<file path="src/rtl/io_keys_pkg.sv">
// io_keys_pkg: register offsets, decode bits and debounce state type for the io_keys push-button peripheral.
package io_keys_pkg;
    localparam logic [31:0] KEYS_STATE_OFF = 32'h110;
    localparam logic [31:0] KEYS_EDGE_OFF = 32'h114;
    localparam int IO_KEYS_bit = 4;
    localparam int IO_KEYS_EDGE_bit = 2;
    typedef enum logic {STABLE, COUNTING} deb_state_t;
endpackage

</file>
<file path="src/rtl/io_keys_key_debounce.sv">
// key_debounce: two-flop synchroniser plus STABLE/COUNTING debounce FSM for one active-low key.
// The level output changes DEBOUNCE_CYCLES cycles after the synchronised input starts to differ.
module key_debounce
    import io_keys_pkg::*;
#(
    parameter int DEBOUNCE_CYCLES = 3,
    parameter int CNT_W = $clog2(DEBOUNCE_CYCLES + 1)
) (
    input  logic clk,
    input  logic reset,
    input  logic i_key_n,
    output logic o_level,
    output logic o_rise,
    output logic o_fall
);
    localparam logic [CNT_W-1:0] LAST = CNT_W'(DEBOUNCE_CYCLES - 1);
    logic r_sync1, r_sync2, r_level;
    logic [CNT_W-1:0] r_cnt;
    deb_state_t r_state, w_state_nxt;
    logic w_diff, w_done;
    always_ff @(posedge clk) begin
        if (reset) r_state <= STABLE;
        else r_state <= w_state_nxt;
    end
    // In STABLE the counter is 0, so a single-cycle debounce completes on the first differing cycle.
    always_comb begin
        w_diff = r_sync2 != r_level;
        w_done = w_diff && (r_state == STABLE ? LAST == '0 : r_cnt == LAST);
        w_state_nxt = (w_diff && !w_done) ? COUNTING : STABLE;
    end
    always_comb begin
        o_level = r_level;
        o_rise = w_done & r_sync2;
        o_fall = w_done & ~r_sync2;
    end
    always_ff @(posedge clk) begin
        if (reset) begin
            r_sync1 <= 1'b0;
            r_sync2 <= 1'b0;
            r_level <= 1'b0;
            r_cnt <= '0;
        end else begin
            r_sync1 <= ~i_key_n;
            r_sync2 <= r_sync1;
            r_level <= w_done ? r_sync2 : r_level;
            r_cnt <= (w_state_nxt == COUNTING) ? r_cnt + CNT_W'(1) : '0;
        end
    end
endmodule

</file>
<file path="src/rtl/io_keys.sv">
// io_keys: memory-mapped debounced push-button peripheral (KEY_STATE at 0x110, sticky W1C KEY_EDGE at 0x114).
// Define IO_KEYS_RELEASE_EDGE_EN to also capture release events in KEY_EDGE[2*NKEYS-1:NKEYS].
module io_keys
    import io_keys_pkg::*;
#(
    parameter int NKEYS = 4,
    parameter int DEBOUNCE_CYCLES = 3,
    parameter int CNT_W = $clog2(DEBOUNCE_CYCLES + 1)
) (
    input  logic             clk,
    input  logic             reset,
    input  logic [NKEYS-1:0] key_n,
    input  logic             sel,
    input  logic [31:0]      addr,
    input  logic             we,
    input  logic [31:0]      wdata,
    output logic [31:0]      rdata,
    output logic             hit
);
`ifdef IO_KEYS_RELEASE_EDGE_EN
    localparam int EW = 2 * NKEYS;
`else
    localparam int EW = NKEYS;
`endif
    logic [NKEYS-1:0] w_level, w_rise, w_fall;
    logic [EW-1:0] r_edge, w_set, w_clr;
    for (genvar g = 0; g < NKEYS; g++) begin : g_key
        key_debounce #(
            .DEBOUNCE_CYCLES(DEBOUNCE_CYCLES),
            .CNT_W(CNT_W)
        ) u_deb (
            .clk(clk),
            .reset(reset),
            .i_key_n(key_n[g]),
            .o_level(w_level[g]),
            .o_rise(w_rise[g]),
            .o_fall(w_fall[g])
        );
    end
`ifdef IO_KEYS_RELEASE_EDGE_EN
    assign w_set = {w_fall, w_rise};
    logic w_unused;
    assign w_unused = &{1'b0, addr[31:5], addr[3], addr[1:0], wdata[31:EW]};
`else
    assign w_set = w_rise;
    logic w_unused;
    assign w_unused = &{1'b0, addr[31:5], addr[3], addr[1:0], wdata[31:EW], w_fall};
`endif
    always_comb begin
        hit = sel & addr[IO_KEYS_bit];
        w_clr = {EW{we & hit & addr[IO_KEYS_EDGE_bit]}} & wdata[EW-1:0];
        rdata = !hit ? 32'd0 : addr[IO_KEYS_EDGE_bit] ? 32'(r_edge) : 32'(w_level);
    end
    // A new event in the same cycle as its clearing write keeps the flag set.
    always_ff @(posedge clk) begin
        if (reset) r_edge <= '0;
        else r_edge <= w_set | (r_edge & ~w_clr);
    end
endmodule

</file>
<file path="config.mk">
export PLATFORM = sky130hd
export DESIGN_NAME = io_keys
export DESIGN_NICKNAME = d
export VERILOG_FILES = /design/src/rtl/io_keys_pkg.sv /design/src/rtl/io_keys_key_debounce.sv /design/src/rtl/io_keys.sv
export SDC_FILE = /design/constraint.sdc
export NUM_CORES = 1
export LEC_CHECK = 0
export ABC_AREA = 1
export CAP_MARGIN = 20
export CORE_MARGIN = 5
export CORE_UTILIZATION = 35
export DETAILED_ROUTE_END_ITERATION = 10
export GPL_TIMING_DRIVEN = 0
export PLACE_DENSITY = 0.93
export SLEW_MARGIN = 20
export SYNTH_ARGS = -nofsm -noshare
export SYNTH_HDL_FRONTEND = slang
export SYNTH_HIERARCHICAL = 1
export SYNTH_SLANG_ARGS = --single-unit
</file>
<file path="constraint.sdc">
create_clock -name clk -period 2.5 [get_ports clk]
set_input_delay 0.625 -clock clk [delete_from_list [all_inputs] [get_ports clk]]
set_output_delay 0.625 -clock clk [all_outputs]
set_load 0.03 [all_outputs]
</file>
; Word level (Yosys, flattened, before mapping)
; Cells that the tools add are included.
[totals]
output_inout_bits = 33
ff_bits = 28
[classes]
eq_ne = 8
n_mux = 10
n_reduce_logical = 16
n_addsub = 4
bitwise_logic = 19
[op_table]
columns = op, count
row1 = adder 2 x 1 -> 2 bit (second input constant), 4
row2 = bitwise AND 4 bit, 2
row3 = == test 2 bit (second input constant), 4
row4 = logical AND 1 bit, 8
row5 = 2-to-1 mux 1 bit, 8
row6 = 2-to-1 mux 4 bit, 2
row7 = NOT 1 bit, 8
row8 = OR reduction 2 bit, 4
row9 = bitwise AND 1 bit, 7
row10 = zero test 1 bit, 4
row11 = != test 1 bit, 4
row12 = NOT 4 bit, 1
row13 = bitwise OR 4 bit, 1

; Depth between registers and ports, before layout
; Gate-level depths: netlist of the first run.
[logic_depth]
word_depth = 8
mapped_depth = 6
mapped_depth_nobuf = 6

; Hierarchy
; Netlist of the first run, hierarchy kept.
[by_module_without_submodules]
columns = mod, seq_area_each_um2, instances, area_each_um2, cells_per_inst
row1 = key_debounce, 120.1, 4, 220.2, 27
row2 = io_keys, 80.1, 1, 440.4, 66

; Worst setup path after synthesis of the first run
; No wires, ideal clock.
[synth_path]
path_type = in2out
startpoint = input port addr[2]
endpoint = output port rdata[0]
slack_ps = 638
arrival_ps = 1237
cell_stages = 3
t_required_ps = 1875
path_buffers = 0
path_cell_list = inv_1 -> nand2_1 -> a21oi_1
[synth_between]
elab_chain_cells = 2
[synth_lines]
columns = element, line
row1 = start: declaration, io_keys.sv:14  ; input logic [31:0] addr,
row2 = 2-to-1 mux 4 bit (2 in a row), io_keys.sv:52  ; rdata = !hit ? 32'd0 : addr[IO_KEYS_EDGE_bit] ? 32'(r_edge) : 32'(w_level);
row3 = end: declaration, io_keys.sv:17  ; output logic [31:0] rdata,
; Every way passes these cells.

; Worst setup path in the final report of the first run
[layout_path]
startpoint = input port sel
endpoint = output port rdata[1]
[layout_between]
elab_chain_cells = 2
[layout_lines]
columns = element, line
row1 = start: declaration, io_keys.sv:13  ; input logic sel,
row2 = bitwise AND 1 bit, io_keys.sv:50  ; hit = sel & addr[IO_KEYS_bit];
row3 = 2-to-1 mux 4 bit, io_keys.sv:52
; Every way passes these cells.

==> results of run 1 <==
flip-flops by register name, summed over array words and instances, names as in the netlist:
signal	count
g_key.u_deb/r_cnt	8
g_key.u_deb/o_level	4
g_key.u_deb/r_state	4
g_key.u_deb/r_sync1	4
g_key.u_deb/r_sync2	4
r_edge	4
through the flow:
stage	area [sq um]	instances	power, mW	setup TNS, ns
after floorplan	1410	197	0.581	0
after global placement	1650	263	0.614	-1.58
after detailed placement	1650	263	0.616	-1.62
after CTS	1700	267	0.888	0
after global routing	1700	267	0.922	0
final	1700	267	0.877	0
cell usage in the layout (no fill, tap or decap), drive strengths merged:
master,instances
dlygate4sd2,2
nor2,25
inv,26
a21oi,16
clkdlybuf4s18,1
nand2,38
dfxtp,28
clkdlybuf4s50,12
conb,28
ha,4
o21bai,4
buf,29
clkbuf,4
clkdlybuf4s15,2
layout make-up:
| cell class | instances | area share |
|---|---|---|
| multi-input combinational | 115 | 0.318 |
| timing repair buffer | 18 | 0.103 |
| clock buffer | 4 | 0.0324 |
| sequential | 28 | 0.330 |
| tap | 48 | 0.0354 |
| buffer | 28 | 0.124 |
| inverter | 26 | 0.0575 |
metal layers:
layer	vias up	global-route usage	share of wire
li1	550	-	-
met1	426	0.0945	0.37
met2	40	0.171	0.49
met3	5	0.0298	0.11
met4	0	0.0564	0.024
met5	-	0	0
power by group through the flow:
stage | clock network, mW | logic [mW] | registers, mW
floorplan | 0 | 0.111 | 0.470
global placement | 0 | 0.143 | 0.470
detailed placement | 0 | 0.145 | 0.471
CTS | 0.283 | 0.144 | 0.460
global route | 0.303 | 0.157 | 0.462
finish | 0.272 | 0.145 | 0.460
final timing paths:
kind	from	to	slack [ns]	cells after the start
worst max register to register	g_key[0].u_deb/r_cnt[0]$_SDFF_PP0_	r_edge[0]$_SDFF_PP0_	1.46	6
worst max-delay path	sel	rdata[1]	0.16	4
worst min-delay path	g_key[2].u_deb/r_sync1$_SDFF_PP0_	g_key[2].u_deb/r_sync2$_SDFF_PP0_	0.40	2
worst min register to register	g_key[2].u_deb/r_sync1$_SDFF_PP0_	g_key[2].u_deb/r_sync2$_SDFF_PP0_	0.40	2
worst max-delay path: stages:
cell and delay (ns):
clkdlybuf4s50_1 0.50, nand2_4 0.09, a21oi_1 0.12, clkdlybuf4s15_1 0.38
==> summary.txt, run 1 <==
Run
  • Max_cap viols: 0

Worst setup path
  • Critical Path Start Type: input port
  • Crit path arrival time: 1.72 ns
  • Critical Path Fanout Max: 6
  • Critical Path RT: 1.88 ns
  • Critical path type: input port to output pin
  • Crit end category: output pin

Timing
  • PnR worst setup slack: 0.157 ns
  • Final clock skew: 0.00102 ns
  • Measured slew at the worst slew-check pin: 0.786 ns
  • Slew margin rel.: 0.474
  • Slew Limit Fails: 0
  • Final hold vios: 0
  • Minimum clock period: 2.34 ns
  • RSZ-0062 raised after global routing: no
  • Final setup viols: 0
  • Period utilization: 0.937
  • Worst hold slack: 0.405 ns
  • Max frequency: 427 MHz

Clock network
  • CTS Sinks: 28
  • Root Driver: clkbuf_8
  • Setup bufs post-CTS: 0
  • Worst skew pair latency: 0.27 ns
  • Clock tree buffer depth: 2
  • CTS tree: yes
  • TritonCTS buffer count: 3
  • H-tree levels: 1
  • Hold Buf Count CTS: 0
  • Clk slew on worst S/H paths: 0.09 ns
  • Post-CTS sizing: 16

Routing
  • Drt via density: 3.82
  • DRC: 0
  • Final ANT Viol Nets: 0
  • 1st-pass router iterations: 4
  • Initial DRC Count: 11
  • Routed wire per std cell: 8.61 um
  • Via count: 1021
  • Routed Wire Length: 2300 um

Power and ir drop
  • Sw Share: 0.255
  • Leak Pwr: 0.801 nW
  • Power share of the clock group: 0.310
  • Part of the power in combinational logic: 0.165
  • Worst IR Drop VDD: 232 uV
  • Pint: 0.654 mW
  • Sw power: 0.224 mW
  • Pwr Density: 517 nW/um^2
  • Reg power frac: 0.525

Placement
  • Placer Congestion: 0.792
  • Pre-CTS setup slack: -0.411 ns
  • DP Wirelength: 1860 um
  • Port Buf Inserts: 18

Worst hold path
  • Worst hold path class: register to register

Logic synthesis
  • Synthesized area per cell: 7.68 sq um
  • Post-synthesis cell count: 170
  • Mapped Area: 1310 sq um
  • YS warnings: 6

Floorplanning
  • Chip height: 71.1 um
  • Rows: 22
  • Die width: 71.1 um
  • Starting Density: 0.360
  • Die ar.: 5050 sq um
  • Core area: 3630 sq um
  • Num ports: 105

Global routing
  • Total grt overflow: 0
  • Largest net degree at the start of global routing: 21
  • Vias in the first global route: 935
  • Initial antenna violation count: 0
  • First-pass GRT wire length: 3790 um
  • Overall global routing resource usage: 0.0948

Layout
  • Diodes inserted: 0
  • Nets: 296
  • Area occupied by multi-input gates: 539 sq um
  • Reg area: 561 sq um
  • Filler cells: 379
  • Post-route core utilization: 0.467
  • Proportion of layout cells with a drive suffix above 1: 0.210
  • Area grow syn2layout: 29.9%

Outcome
  • Outcome: finished clean
Note: power is estimated with default switching activity, not from simulation.
==> inputs of run 2 (changes only) <==
--- a/config.mk
+++ b/config.mk
@@ -6,12 +6,14 @@
 export NUM_CORES = 1
 export LEC_CHECK = 0
 export ABC_AREA = 1
-export CAP_MARGIN = 20
+export CAP_MARGIN = 0
 export CORE_MARGIN = 5
 export CORE_UTILIZATION = 35
 export DETAILED_ROUTE_END_ITERATION = 10
 export GPL_TIMING_DRIVEN = 0
 export PLACE_DENSITY = 0.93
+export RECOVER_POWER = 50
+export SKIP_CTS_REPAIR_TIMING = 1
 export SLEW_MARGIN = 20
 export SYNTH_ARGS = -nofsm -noshare
 export SYNTH_HDL_FRONTEND = slang
==> summary.txt, run 2 (synthesized netlist as in run 1, its figures left out) <==
Routing
  • Final ANT Viol Nets: 0
  • 1st-pass router iterations: 4
  • Initial DRC Count: 15
  • Routed wire per std cell: 8.63 um
  • Drt via density: 3.84
  • DRC: 0
  • Via count: 1024
  • Routed Wire Length: 2300 um

Floorplanning
  • Core area: 3630 sq um
  • Die ar.: 5050 sq um
  • Chip height: 71.1 um
  • Starting Density: 0.360
  • Rows: 22
  • Die width: 71.1 um
  • Num ports: 105

Layout
  • Reg with most FFs: g_key.u_deb/r_cnt
  • Max reg flops: 8
  • Area grow syn2layout: 30.4%
  • Diodes inserted: 0
  • Proportion of layout cells with a drive suffix above 1: 0.192
  • Fin cells: 267
  • Commonest non-fill, non-tap cells in the layout: 35 x nand2_1, 28 x buf_4, 28 x conb_1, 28 x dfxtp_1, 25 x inv_1
  • Nets: 296
  • Commonest non-fill, non-tap cell in the layout: nand2_1

Clock network
  • Worst skew pair latency: 0.27 ns
  • Clock tree buffer depth: 2
  • Root Driver: clkbuf_8
  • TritonCTS buffer count: 3
  • H-tree levels: 1
  • CTS Sinks: 28
  • CTS tree: yes
  • Clk slew on worst S/H paths: 0.09 ns

Placement
  • Pre-CTS setup slack: -0.411 ns
  • Placer Congestion: 0.792
  • DP Wirelength: 1860 um
  • DP Cell Count: 263
  • Port Buf Inserts: 18

Power and ir drop
  • Tot Pwr: 0.878 mW
  • Leak Pwr: 0.869 nW
  • Worst IR Drop VDD: 232 uV
  • Pwr Density: 516 nW/um^2

Worst setup path
  • Critical path's slowest cell: clkdlybuf4s50_1
  • Max incr delay on CP: 0.51 ns
  • Critical Path RT: 1.88 ns
  • Critical path type: input port to output pin
  • Worst Reg-to-Reg Cells: 6
  • Critical Path Fanout Max: 6
  • CP cell instances: clkdlybuf4s50_1 -> nand2_4 -> a21oi_1 -> dlymetal6s2s_1
  • Critical Path Start Type: input port
  • Crit end category: output pin
  • Crit path arrival time: 1.69 ns

Timing
  • Slew Limit Fails: 0
  • Final clock skew: 0.00102 ns
  • Setup_tns: 0 ns
  • Period utilization: 0.925
  • RSZ-0062 raised after global routing: no
  • Max frequency: 432 MHz
  • Measured slew at the worst slew-check pin: 0.794 ns
  • Minimum clock period: 2.31 ns
  • Final hold vios: 0
  • PnR worst setup slack: 0.187 ns
  • Slew margin rel.: 0.469
  • Final setup viols: 0

Worst hold path
  • Hold depth: 2
  • Worst hold path class: register to register

Outcome
  • Outcome: finished clean

Global routing
  • Total grt overflow: 0
  • First-pass GRT wire length: 3800 um
  • Overall global routing resource usage: 0.0951
  • Vias in the first global route: 936
  • Largest net degree at the start of global routing: 21
  • Initial antenna violation count: 0

Run
  • Max_cap viols: 0
run 2: cell types whose count changed in the layout (fill, tap and decap cells not counted), moves of 2 or more:
cell / delta
dlymetal6s2s_1: +5
nand2_1: +3
dlygate4sd2_1: -2
nand2_2: -3
run 2: metal layers:
layer | up-vias | routed length, um | global-route usage
met2 | 38 | 1150 | 0.171
met1 | 430 | 868 | 0.0954
li1 | 551 | - | -
met4 | 0 | 56 | 0.0564
met3 | 5 | 229 | 0.0298
met5 | - | 0 | 0
run 2: stage by stage:
step           instance area, sq um  hold WS [ns]   util
2_1_floorplan                  1410         0.388      -
3_3_place_gp                   1650         0.390  0.454
3_5_place_dp                   1650         0.395  0.454
4_1_cts                        1700         0.408  0.469
5_1_grt                        1700         0.436  0.469
6_report                       1700         0.405  0.469
run 2: where the power goes:
group	switching [mW]	internal, mW	leakage (nW)
Combinational	0.0872	0.0579	0.613
Sequential	0.00496	0.455	0.228
Clock	0.131	0.141	0.0288
run 2: final cells by class:
| cell class | count | area (sq um) |
|---|---|---|
| inverter | 26 | 97.6 |
| buffer | 28 | 210 |
| clock buffer | 4 | 55.1 |
| multi-input combinational | 115 | 532 |
| timing repair buffer | 18 | 188 |
| fill | 383 | 1930 |
| tap | 48 | 60.1 |
| sequential | 28 | 561 |
run 2: worst paths after layout:
kind                                 startpoint                           endpoint  slack, ns
max reg2reg  g_key[0].u_deb/r_cnt[0]$_SDFF_PP0_               r_edge[0]$_SDFF_PP0_       1.47
min           g_key[2].u_deb/r_sync1$_SDFF_PP0_  g_key[2].u_deb/r_sync2$_SDFF_PP0_       0.40
max                                         sel                           rdata[3]       0.19
min reg2reg   g_key[2].u_deb/r_sync1$_SDFF_PP0_  g_key[2].u_deb/r_sync2$_SDFF_PP0_       0.40
run 2: critical path, delay by kind of cell:
kind,cells,cell delay [ns]
compound gates,1,0.16
buf+inv,2,0.82
simple gates,1,0.09
==> inputs of run 3 (changes only) <==
--- a/config.mk
+++ b/config.mk
@@ -9,10 +9,11 @@
 export CAP_MARGIN = 0
 export CORE_MARGIN = 5
 export CORE_UTILIZATION = 35
+export CTS_CLUSTER_SIZE = 28
 export DETAILED_ROUTE_END_ITERATION = 10
+export GPL_ROUTABILITY_DRIVEN = 1
 export GPL_TIMING_DRIVEN = 0
 export PLACE_DENSITY = 0.93
-export RECOVER_POWER = 50
 export SKIP_CTS_REPAIR_TIMING = 1
 export SLEW_MARGIN = 20
 export SYNTH_ARGS = -nofsm -noshare
==> summary.txt, run 3 (synthesized netlist as in run 1, its figures left out) <==
Global routing
  • Total grt overflow: 0
  • Vias in the first global route: 936
  • First-pass GRT wire length: 3800 um
  • Overall global routing resource usage: 0.0951
  • Largest net degree at the start of global routing: 21
  • Initial antenna violation count: 0

Clock network
  • H-tree levels: 1
  • CTS tree: yes
  • Root Driver: clkbuf_8
  • Clock tree buffer depth: 2
  • CTS Sinks: 28
  • TritonCTS buffer count: 3
  • Clk slew on worst S/H paths: 0.09 ns
  • Worst skew pair latency: 0.27 ns

Placement
  • Pre-CTS setup slack: -0.411 ns
  • DP Cell Count: 263
  • Port Buf Inserts: 18
  • Placer Congestion: 0.792
  • Area after DPL: 1650 sq um
  • DP Wirelength: 1860 um

Routing
  • Routed wire per std cell: 8.65 um
  • Initial DRC Count: 15
  • Drt via density: 3.83
  • Via count: 1022
  • Routed Wire Length: 2310 um
  • DRC: 0
  • Final ANT Viol Nets: 0
  • 1st-pass router iterations: 4

Floorplanning
  • Starting Density: 0.360
  • Chip height: 71.1 um
  • Num ports: 105
  • Die width: 71.1 um
  • Rows: 22
  • Die ar.: 5050 sq um
  • Core area: 3630 sq um

Timing
  • Slew Limit Fails: 0
  • Setup_tns: 0 ns
  • PnR worst setup slack: 0.186 ns
  • Max frequency: 432 MHz
  • RSZ-0062 raised after global routing: no
  • Measured slew at the worst slew-check pin: 0.787 ns
  • Minimum clock period: 2.31 ns
  • Worst hold slack: 0.405 ns
  • Final hold vios: 0
  • Slew margin rel.: 0.474
  • Period utilization: 0.926
  • Final clock skew: 0.00102 ns
  • Final setup viols: 0

Layout
  • Reg with most FFs: g_key.u_deb/r_cnt
  • Fin cells: 267
  • Proportion of layout cells with a drive suffix above 1: 0.205
  • Nets: 296
  • Filler cells: 380
  • Max reg flops: 8
  • Commonest non-fill, non-tap cells in the layout: 32 x nand2_1, 28 x buf_4, 28 x conb_1, 28 x dfxtp_1, 25 x inv_1
  • Final Cell Area: 1710 sq um
  • Commonest non-fill, non-tap cell in the layout: nand2_1
  • Area occupied by multi-input gates: 539 sq um
  • Post-route core utilization: 0.471
  • Diodes inserted: 0
  • Area grow syn2layout: 30.9%
  • Reg area: 561 sq um

Run
  • Max_cap viols: 0

Power and ir drop
  • Pint: 0.655 mW
  • Worst IR Drop VDD: 232 uV
  • Reg power frac: 0.524
  • Power share of the clock group: 0.310
  • Tot Pwr: 0.879 mW
  • Leak Pwr: 0.871 nW
  • Sw power: 0.224 mW
  • Pwr Density: 514 nW/um^2
  • Part of the power in combinational logic: 0.167
  • Sw Share: 0.255

Worst setup path
  • Critical path type: input port to output pin
  • Critical Path Start Type: input port
  • Largest delay contributor family on the critical path: buffers and inverters
  • Buf/Inv on CP: 2
  • Crit path arrival time: 1.69 ns
  • CP cell instances: clkdlybuf4s50_1 -> nand2_4 -> a21oi_1 -> dlymetal6s2s_1
  • Critical path's slowest cell: clkdlybuf4s50_1
  • Crit end category: output pin
  • Critical Path RT: 1.88 ns
  • Critical Path Fanout Max: 6
  • Max incr delay on CP: 0.51 ns

Worst hold path
  • Worst hold path class: register to register

Outcome
  • Outcome: finished clean
-- run 3: cell types whose count changed in the layout (fill, tap and decap cells not counted) --
| cell | delta |
|---|---|
| nand2_2 | +3 |
| dlygate4sd3_1 | -1 |
| clkdlybuf4s50_1 | +1 |
| nand2_1 | -3 |
-- run 3: worst reg2reg max path: stages, from the launching register on --
cell	delay [ns]
dfxtp_1	0.32
inv_1	0.05
ha_1	0.20
nand2_1	0.09
nor2_1	0.12
inv_1	0.05
a21oi_1	0.14
-- run 3: per-layer routing --
metal | routed length, um | share of wire | track usage | vias to the layer above
met5 | 0 | 0 | 0 | -
met3 | 229 | 0.099 | 0.0298 | 5
li1 | - | - | - | 550
met1 | 875 | 0.38 | 0.0954 | 429
met4 | 56 | 0.024 | 0.0564 | 0
met2 | 1150 | 0.50 | 0.171 | 38
-- run 3: power by group through the flow --
stage	combinational [mW]	sequential [mW]	clock (mW)
final	0.146	0.460	0.272
after global routing	0.158	0.462	0.303
after CTS	0.145	0.460	0.283
after detailed placement	0.145	0.471	0
after global placement	0.143	0.470	0
after floorplan	0.111	0.470	0
-- run 3: cell type report --
type	instances	share of cell area
sequential	28	0.328
buffer	28	0.123
multi-input combinational	115	0.315
timing repair buffer	18	0.110
clock buffer	4	0.0322
tap	48	0.0351
inverter	26	0.0571
-- run 3: final timing paths --
| path | slack, ns | depth (start not counted) | end | start |
|---|---|---|---|---|
| hold / removal | 0.40 | 2 | g_key[2].u_deb/r_sync2$_SDFF_PP0_ | g_key[2].u_deb/r_sync1$_SDFF_PP0_ |
| hold reg to reg | 0.40 | 2 | g_key[2].u_deb/r_sync2$_SDFF_PP0_ | g_key[2].u_deb/r_sync1$_SDFF_PP0_ |
| setup reg to reg | 1.46 | 6 | r_edge[0]$_SDFF_PP0_ | g_key[0].u_deb/r_cnt[0]$_SDFF_PP0_ |
| setup / recovery | 0.19 | 4 | rdata[3] | sel |
